**src/rtl/dmem_scan_reader_if.sv**
```systemverilog
// Read-only data-memory port shared by the scan reader (master) and the data memory (slave).
// Latency: rd_data is valid RD_LAT cycles after an rd_en strobe; the interface adds none.
// Backpressure: mem_busy from the memory side blocks new read strobes while the CPU writes.
interface dmem_scan_reader_if #(
  parameter int ADDR_W = 8,
  parameter int DATA_W = 16
);
  logic              rd_en;
  logic [ADDR_W-1:0] rd_addr;
  logic [DATA_W-1:0] rd_data;
  logic              mem_busy;

  modport master (
    output rd_en,
    output rd_addr,
    input  rd_data,
    input  mem_busy
  );

  modport slave (
    input  rd_en,
    input  rd_addr,
    output rd_data,
    output mem_busy
  );
endinterface

```
**src/rtl/dmem_scan_reader.sv**
```systemverilog
// Walks a data-memory window base..last one word per step and holds the word for display.
// Latency: step edge -> rd_en next cycle (if not busy) -> disp update RD_LAT+1 cycles after rd_en.
// Backpressure: mem_busy holds the read in ISSUE; step edges arriving outside SHOW are dropped.
module dmem_scan_reader #(
  parameter int ADDR_W = 8,
  parameter int DATA_W = 16,
  parameter int DWELL  = 10000000,
  parameter int RD_LAT = 1
) (
  input  logic                clk,
  input  logic                reset,
  input  logic                step,
  input  logic                auto,
  input  logic [ADDR_W-1:0]   base_addr,
  input  logic [ADDR_W-1:0]   last_addr,
  dmem_scan_reader_if.master  mem,
  output logic [DATA_W-1:0]   disp_word,
  output logic [ADDR_W-1:0]   disp_addr,
  output logic                disp_valid,
  output logic                wrap
);

  // One counter serves both the read-latency wait and the dwell interval.
  localparam int CNT_W = ($clog2(DWELL) > 2) ? $clog2(DWELL) : 2;
  localparam logic [CNT_W-1:0] DWELL_LAST = CNT_W'(DWELL - 1);
  localparam logic [CNT_W-1:0] LAT_LAST   = CNT_W'(RD_LAT - 1);

  typedef enum logic [1:0] {
    INIT  = 2'd0,
    ISSUE = 2'd1,
    WAIT  = 2'd2,
    SHOW  = 2'd3
  } state_t;

  state_t            state;
  state_t            state_n;
  logic [CNT_W-1:0]  cnt;
  logic [ADDR_W-1:0] cur;
  logic              step_q;
  logic              step_rise;
  logic              dwell_done;
  logic              wrap_hit;
  logic              rd_go;
  logic              capture;
  logic              advance;

  assign step_rise  = step & ~step_q;
  assign dwell_done = (cnt == DWELL_LAST);
  // A window with base above last degenerates to the single word at base.
  assign wrap_hit   = (cur == last_addr) || (base_addr > last_addr);

  assign mem.rd_en   = rd_go;
  assign mem.rd_addr = cur;

  // State register.
  always_ff @(posedge clk) begin
    if (reset) begin
      state <= INIT;
    end else begin
      state <= state_n;
    end
  end

  // Next-state decode plus the read strobe, capture and advance controls.
  always_comb begin
    state_n = state;
    rd_go   = 1'b0;
    capture = 1'b0;
    advance = 1'b0;
    case (state)
      INIT: begin
        state_n = ISSUE;
      end
      ISSUE: begin
        if (!mem.mem_busy) begin
          rd_go   = 1'b1;
          state_n = WAIT;
        end
      end
      WAIT: begin
        if (cnt == LAT_LAST) begin
          capture = 1'b1;
          state_n = SHOW;
        end
      end
      SHOW: begin
        // Step and dwell expiry together still give a single advance.
        if (step_rise || (auto && dwell_done)) begin
          advance = 1'b1;
          state_n = ISSUE;
        end else if (!auto && dwell_done) begin
          state_n = ISSUE;
        end
      end
      default: begin
        state_n = INIT;
      end
    endcase
  end

  // Shared counter: cleared on every state change, counts while waiting or showing.
  always_ff @(posedge clk) begin
    if (reset) begin
      cnt <= '0;
    end else if (state_n != state) begin
      cnt <= '0;
    end else if (state == WAIT || state == SHOW) begin
      cnt <= cnt + CNT_W'(1);
    end
  end

  // Step edge history is kept in every state so edges outside SHOW are simply lost.
  always_ff @(posedge clk) begin
    if (reset) begin
      step_q <= 1'b0;
    end else begin
      step_q <= step;
    end
  end

  // Scan address: loaded from base on entry, moved only on an advance.
  always_ff @(posedge clk) begin
    if (reset) begin
      cur  <= '0;
      wrap <= 1'b0;
    end else begin
      wrap <= advance && wrap_hit;
      if (state == INIT) begin
        cur <= base_addr;
      end else if (advance) begin
        cur <= wrap_hit ? base_addr : cur + ADDR_W'(1);
      end
    end
  end

  // Display registers hold the last captured word until the next capture or reset.
  always_ff @(posedge clk) begin
    if (reset) begin
      disp_word  <= '0;
      disp_addr  <= '0;
      disp_valid <= 1'b0;
    end else if (capture) begin
      disp_word  <= mem.rd_data;
      disp_addr  <= cur;
      disp_valid <= 1'b1;
    end
  end

endmodule

```
**src/flat_wrapper.sv**
```systemverilog
// flat-port wrapper written by rule: the top's interface ports become plain ports
module dmem_scan_reader_flat 
#(
  parameter int ADDR_W = 8,
  parameter int DATA_W = 16,
  parameter int DWELL  = 10000000,
  parameter int RD_LAT = 1
)
  (clk, reset, step, auto, base_addr, last_addr, disp_word, disp_addr, disp_valid, wrap, mem_rd_en, mem_rd_addr, mem_rd_data, mem_mem_busy);
  dmem_scan_reader_if #(.ADDR_W(ADDR_W), .DATA_W(DATA_W)) mem_i ();
  input  logic clk;
  input  logic reset;
  input  logic step;
  input  logic auto;
  input  logic [ADDR_W-1:0] base_addr;
  input  logic [ADDR_W-1:0] last_addr;
  output logic [DATA_W-1:0] disp_word;
  output logic [ADDR_W-1:0] disp_addr;
  output logic disp_valid;
  output logic wrap;
  output wire logic [$bits(mem_i.rd_en)-1:0] mem_rd_en;
  output wire logic [$bits(mem_i.rd_addr)-1:0] mem_rd_addr;
  input wire logic [$bits(mem_i.rd_data)-1:0] mem_rd_data;
  input wire logic [$bits(mem_i.mem_busy)-1:0] mem_mem_busy;
  assign mem_rd_en = mem_i.rd_en;
  assign mem_rd_addr = mem_i.rd_addr;
  assign mem_i.rd_data = mem_rd_data;
  assign mem_i.mem_busy = mem_mem_busy;
  dmem_scan_reader #(.ADDR_W(ADDR_W), .DATA_W(DATA_W), .DWELL(DWELL), .RD_LAT(RD_LAT)) u_core (.clk(clk), .reset(reset), .step(step), .auto(auto), .base_addr(base_addr), .last_addr(last_addr), .mem(mem_i), .disp_word(disp_word), .disp_addr(disp_addr), .disp_valid(disp_valid), .wrap(wrap));
endmodule
```
**config.mk**
```make
export PLATFORM = sky130hd
export DESIGN_NAME = dmem_scan_reader_flat
export DESIGN_NICKNAME = d
export VERILOG_FILES = /design/src/rtl/dmem_scan_reader_if.sv /design/src/rtl/dmem_scan_reader.sv /design/src/flat_wrapper.sv
export SDC_FILE = /design/constraint.sdc
export NUM_CORES = 1
export LEC_CHECK = 0
export CORE_ASPECT_RATIO = 0.7
export CORE_MARGIN = 10
export CORE_UTILIZATION = 35
export CTS_BUF_LIST = sky130_fd_sc_hd__clkbuf_8
export DETAILED_ROUTE_END_ITERATION = 16
export SYNTH_ARGS = -nofsm -noshare
export SYNTH_HDL_FRONTEND = slang
export SYNTH_SLANG_ARGS = --single-unit
```
**constraint.sdc**
```tcl
create_clock -name clk -period 2.2 [get_ports clk]
set_clock_uncertainty 0.05 [all_clocks]
set_input_delay 0.22 -clock clk [delete_from_list [all_inputs] [get_ports clk]]
set_output_delay 0.22 -clock clk [all_outputs]
set_load 0.005 [all_outputs]
```
# [Word level (Yosys, flattened, before mapping)]
# Cells that the tools add are included.
[classes] addsub=2 order_cmp=1 eq_ne=6 muxes=14 bitwise=2 n_reduce_logical=11
[op_table] op="adder 24 x 1 -> 24 bit (second input constant)" count=1
[op_table] op="== test 24 bit (second input constant)" count=1
[op_table] op="zero test 24 bit" count=1
[op_table] op="2-to-1 mux 8 bit" count=3
[op_table] op="adder 8 x 1 -> 8 bit (second input constant)" count=1
[op_table] op="== test 8 bit" count=1
[op_table] op="greater-than comparator 8 bit" count=1
[op_table] op="2-to-1 mux 2 bit" count=4
[op_table] op="case mux 2 bit (4 select lines)" count=1
[op_table] op="2-to-1 mux 1 bit" count=6
[op_table] op="== test 2 bit (second input constant)" count=2
[op_table] op="logical AND 1 bit" count=3
[op_table] op="logical OR 1 bit" count=3
[op_table] op="== test 2 x 1 -> 1 bit (second input constant)" count=1
[op_table] op="zero test 2 bit" count=1
[op_table] op="!= test 2 bit" count=1
[op_table] op="nonzero test 2 bit" count=1
[op_table] op="OR reduction 2 bit" count=1
[op_table] op="bitwise AND 1 bit" count=1
[op_table] op="zero test 1 bit" count=1
[op_table] op="inverter 1 bit" count=1
[word_totals] register_bits=61 in_bits=37 output_inout_bits=35

# [Logic depth before layout (Yosys ltp)]
[depth] depth_word=7 depth_mapped=9 depth_no_buf=8

# [Least setup slack after synthesis]
# No wires, ideal clock.
[synth_path] path_kind="in2reg" from="input port last_addr[5]" to="register u_core.cur[3] (netlist: u_core.mem.rd_addr[3])" setup_time_ps=134 t_arrival_ps=2064 required_ps=2016 path_slack_ps=-48 path_stages=9 path_cell_list="inv_1 -> ha_1 -> a211oi_2 -> nor2_1 -> or3_4 -> a311oi_4 -> buf_8 -> mux2i_1 -> o32ai_2"
[synth_between] elab_chain_len=5 word_cells_on_any_way=6
[synth_rtl] item="start, declared" line_no="flat_wrapper.sv:16" text="input logic [ADDR_W-1:0] last_addr;"
[synth_rtl] item="greater-than comparator 8 bit / == test 8 bit (equally long branches)" line_no="dmem_scan_reader.sv:50" text="assign wrap_hit = (cur == last_addr) || (base_addr > last_addr);"
[synth_rtl] item="logical OR 1 bit *" line_no="dmem_scan_reader.sv:50"
[synth_rtl] item="2-to-1 mux 8 bit *" line_no="dmem_scan_reader.sv:131" text="cur <= wrap_hit ? base_addr : cur + ADDR_W'(1);"
[synth_rtl] item="2-to-1 mux 8 bit *" line_no="dmem_scan_reader.sv:130" text="end else if (advance) begin"
[synth_rtl] item="2-to-1 mux 8 bit *" line_no="dmem_scan_reader.sv:128" text="if (state == INIT) begin"
[synth_rtl] item="end signal, assigned" line_no="dmem_scan_reader.sv:129" text="cur <= base_addr;"
[synth_rtl] item="end signal, assigned" line_no="dmem_scan_reader.sv:131"
[synth_rtl] item="end, declared" line_no="dmem_scan_reader.sv:38" text="logic [ADDR_W-1:0] cur;"
# Mark *: on every way between the ends. The rest lies on a longest branch, timed or not. The select of a mux whose other input is x is not followed.
# A chain may end at the register's enable or synchronous reset.

# [Worst setup path after layout]
[layout_path] from="input port base_addr[5]" to="register u_core.cur[6] (netlist: u_core.mem.rd_addr[6])"
[layout_between] elab_chain_len=5
[layout_rtl] item="start, declared" line_no="flat_wrapper.sv:15" text="input logic [ADDR_W-1:0] base_addr;"
[layout_rtl] item="greater-than comparator 8 bit" line_no="dmem_scan_reader.sv:50"
[layout_rtl] item="logical OR 1 bit" line_no="dmem_scan_reader.sv:50"
[layout_rtl] item="2-to-1 mux 8 bit" line_no="dmem_scan_reader.sv:131"
[layout_rtl] item="2-to-1 mux 8 bit" line_no="dmem_scan_reader.sv:130"
[layout_rtl] item="2-to-1 mux 8 bit" line_no="dmem_scan_reader.sv:128"
# Every way passes these cells. The select of a mux whose other input is x is not followed.

==> flow_summary.yaml <==
clock_tree:
  cts_buffer_depth: 2
  cts_max_level: 3
  clock-sinks: 61
  cts_hold_buf: 0
  cts_tree: "built"
  clockRootBuffer: "clkbuf_8"
  clk_pin_slew_ns: 0.07
  cts_buffers: 9
  clock_latency_ns: 0.34
detailed_routing:
  via_per_inst: 4.76
  drc: 0
  ant_nets: 0
  num_vias: 2714
  routedWlPerCell_um: 15.1
  drt_iter0_markers: 159
  dr.pass1.iters: 6
  routed_wl_um: 8590
worst_setup_path:
  startpoint: "base_addr[5]"
  worstPathCellList: "dlygate4sd2_1 > ha_4 > a211oi_2 > nor2_1 > or3_4 > a311oi_4 > buf_4 > buf_16 > a21oi_2 > o32ai_2"
  r2r_start: "u_core.cnt[4]"
  critPathMaxStageDelay_ns: 0.35
  rr_endpoint: "u_core.mem.rd_addr[0]"
  worst-setup-path-type: "in -> reg"
  crit_path_start_kind: "input pin"
  critical_path_depth: 10
  cp_num_buf_inv: 3
  crit_path_end_kind: "register"
  reg2reg_slack_ns: 0.14
  worstPathRequired_ns: 2.41
  worst_path_dominant_cell_family: "compound AO/OA/AOI/OAI gates"
  crit_arrival_ns: 2.32
  rr_worst_depth: 7
  path_max_fanout: 7
  critPathSlowestCell: "or3_4"
place:
  place_ws_ns: -0.464
  dp_hpwl_um: 6270
  numPortBuffers: 71
  place_congestion: 0.790
  placedInstanceArea_um2: 4160
sta:
  finalCritPeriodShare_pct: 96.1
  timing.slew.headroom_pct: 71.8
  tightest_slew_ns: 0.421
  finalSetupViolCount: 0
  final_hold_viol_count: 0
  clock.fmax_mhz: 473
  period_needed_ns: 2.11
  holdWs_ns: 0.329
  slew_viol_final: 0
  layout_setup_ws_ns: 0.0856
run:
  cap_violations: 0
logic_synthesis:
  syn_nets: 384
  syn_inst: 336
  ys_warn_count: 0
  synth_seq_cells: 61
  ys.flop_type: "dfxtp_1"
  synth-edff-count: 0
  synthArstFlopShare_pct: 0
  synth.cell_area_um2: 3050
  avgSynthCellArea_um2: 9.08
  seq_area_frac_synth_pct: 40.0
  synth_cell_types: 44
power:
  p_leak_uw: 0.00172
  power_density_nw_per_um2: 603
  peakVddDrop_mv: 0.248
worst_hold_path:
  worstHoldEndpoint: "u_core.mem.rd_addr[2]"
  min-delay-start: "base_addr[2]"
  hold_path_class: "in -> reg"
  whs_path_depth: 4
cells_and_area:
  drive_above_1_share_pct: 20.0
  nNetsFinal: 494
  design_area_um2: 4490
  most-common-layout-cells: "nor2_1 (73), clkdlybuf4s50_1 (57), dfxtp_1 (56)"
  diodes: 0
  nFillCells: 803
  layout_commonest_cell: "nor2_1"
  area.growth.synth_to_final_pct: 47.2
outcome:
  outcome: "complete, no violations"
grt:
  grt_pass1_vias: 2681
  grt_pass1_wl_um: 13700
  global_route.usage.met1_pct: 17.7
  grtUsageMet3_pct: 4.40
  grt.total_usage_pct: 12.8
  grt_overflow_total: 0
  grt_busiest_layer: "met2"
  grt_max_degree: 33
  antenna_found_initial: 0
  use_met2_pct: 18.1
die:
  initial_core_util_pct: 36.0
  die_area_um2: 12900
  core_um2: 8480
  ios: 72
  die_x_um: 132
  die_h_um: 98.1
  rows: 28
flip-flops by register name, summed over array words and instances (netlist names):
register and cells:
u_core.cnt 24, u_core.disp_addr 8, u_core.disp_valid 1, u_core.disp_word 16, u_core.mem.rd_addr 8, u_core.state 2
u_core.step_q 1, u_core.wrap 1
cell usage after synthesis (2+ instances only):
master,n,share of area (%)
inv_1,20,2.5
dfxtp_1,61,40
nor4_1,3,0.62
and4_1,3,0.86
xor2_1,14,4.0
o21ai_0,2,0.33
or3_1,3,0.62
buf_6,2,0.74
and3_1,4,0.82
nand4_1,12,2.5
nor2b_1,2,0.41
nor3b_1,2,0.49
a21oi_1,4,0.66
nand2_1,12,1.5
xnor2_1,17,4.9
a21oi_2,5,1.4
buf_2,4,0.66
mux2i_1,32,10
nor2_1,73,9.0
clkbuf_1,6,0.74
o32ai_2,5,2.7
and2_1,2,0.41
nand3_1,12,2.0
nor3_1,4,0.66
nand2b_1,2,0.41
o21ai_2,2,0.57
ha_1,11,4.5
final cells by class:
type | instances | area (um2) | share of cell area [%]
clock buffers | 11 | 151 | 3.37
clock inverters | 4 | 47.5 | 1.06
inverters | 20 | 75.1 | 1.67
multi-input cells | 241 | 1730 | 38.6
repair buffers | 113 | 1110 | 24.7
flip-flops and latches | 61 | 1230 | 27.3
well taps | 120 | 150 | 3.34
worst reg2reg max path, stage by stage (launching register included):
cell and delay [ns]:
dfxtp_1 0.41, nand3_1 0.09, or4_1 0.58, o32a_1 0.23, buf_4 0.15, o21ai_2 0.09, o21ai_1 0.10, a221oi_1 0.28
where the power goes:
part           switching (uW)  total [uW]  internal [uW]
Combinational             220         519            299
Sequential               33.6        1170           1140
Clock                     443        1020            574
worst max-delay path by stage:
stage / end / slack, ns
global placement: u_core.mem.rd_addr[3] / -0.42
CTS: u_core.mem.rd_addr[1] / 0.007
global route: u_core.mem.rd_addr[6] / -0.0003
finish: u_core.mem.rd_addr[6] / 0.09
detailed placement: u_core.mem.rd_addr[7] / -0.46
floorplan: u_core.mem.rd_addr[3] / 0.03
routing by layer:
metal | up-vias | wire length, um
met4 | 0 | 90
met5 | - | 0
li1 | 1372 | -
met1 | 1259 | 4560
met3 | 9 | 493
met2 | 74 | 3450
through the flow:
stage | TNS, ns | utilization, % | power (uW) | cells
finish | 0 | 53.0 | 2710 | 570
global route | -0.000306 | 53.0 | 2820 | 570
CTS | 0 | 52.0 | 2720 | 568
detailed placement | -3.55 | 49.1 | 1670 | 551
global placement | -3.17 | 49.1 | 1670 | 551
floorplan | 0 | - | 1430 | 336
kinds of logic after synthesis:
| kind of cell | Yosys count | synth area share [%] |
|---|---|---|
| AND/OR/NAND/NOR | 139 | 21.9 |
| flip-flops | 61 | 40.0 |
| buffers and inverters | 34 | 5.33 |
| multiplexers | 32 | 10.5 |
| XOR/XNOR | 31 | 8.90 |
| AO/OA/AOI/OAI | 28 | 8.90 |
| adder cells (fa/ha/maj) | 11 | 4.51 |
timing repair:
action                                  in CTS  in global routing
buffers inserted                             1                  1
cloned                                       1                  1
gates resized for setup                     13                 21
pin swaps                                    7                  7
endpoints found under the setup margin       8                 55
Power figures use the tool's default switching activity.
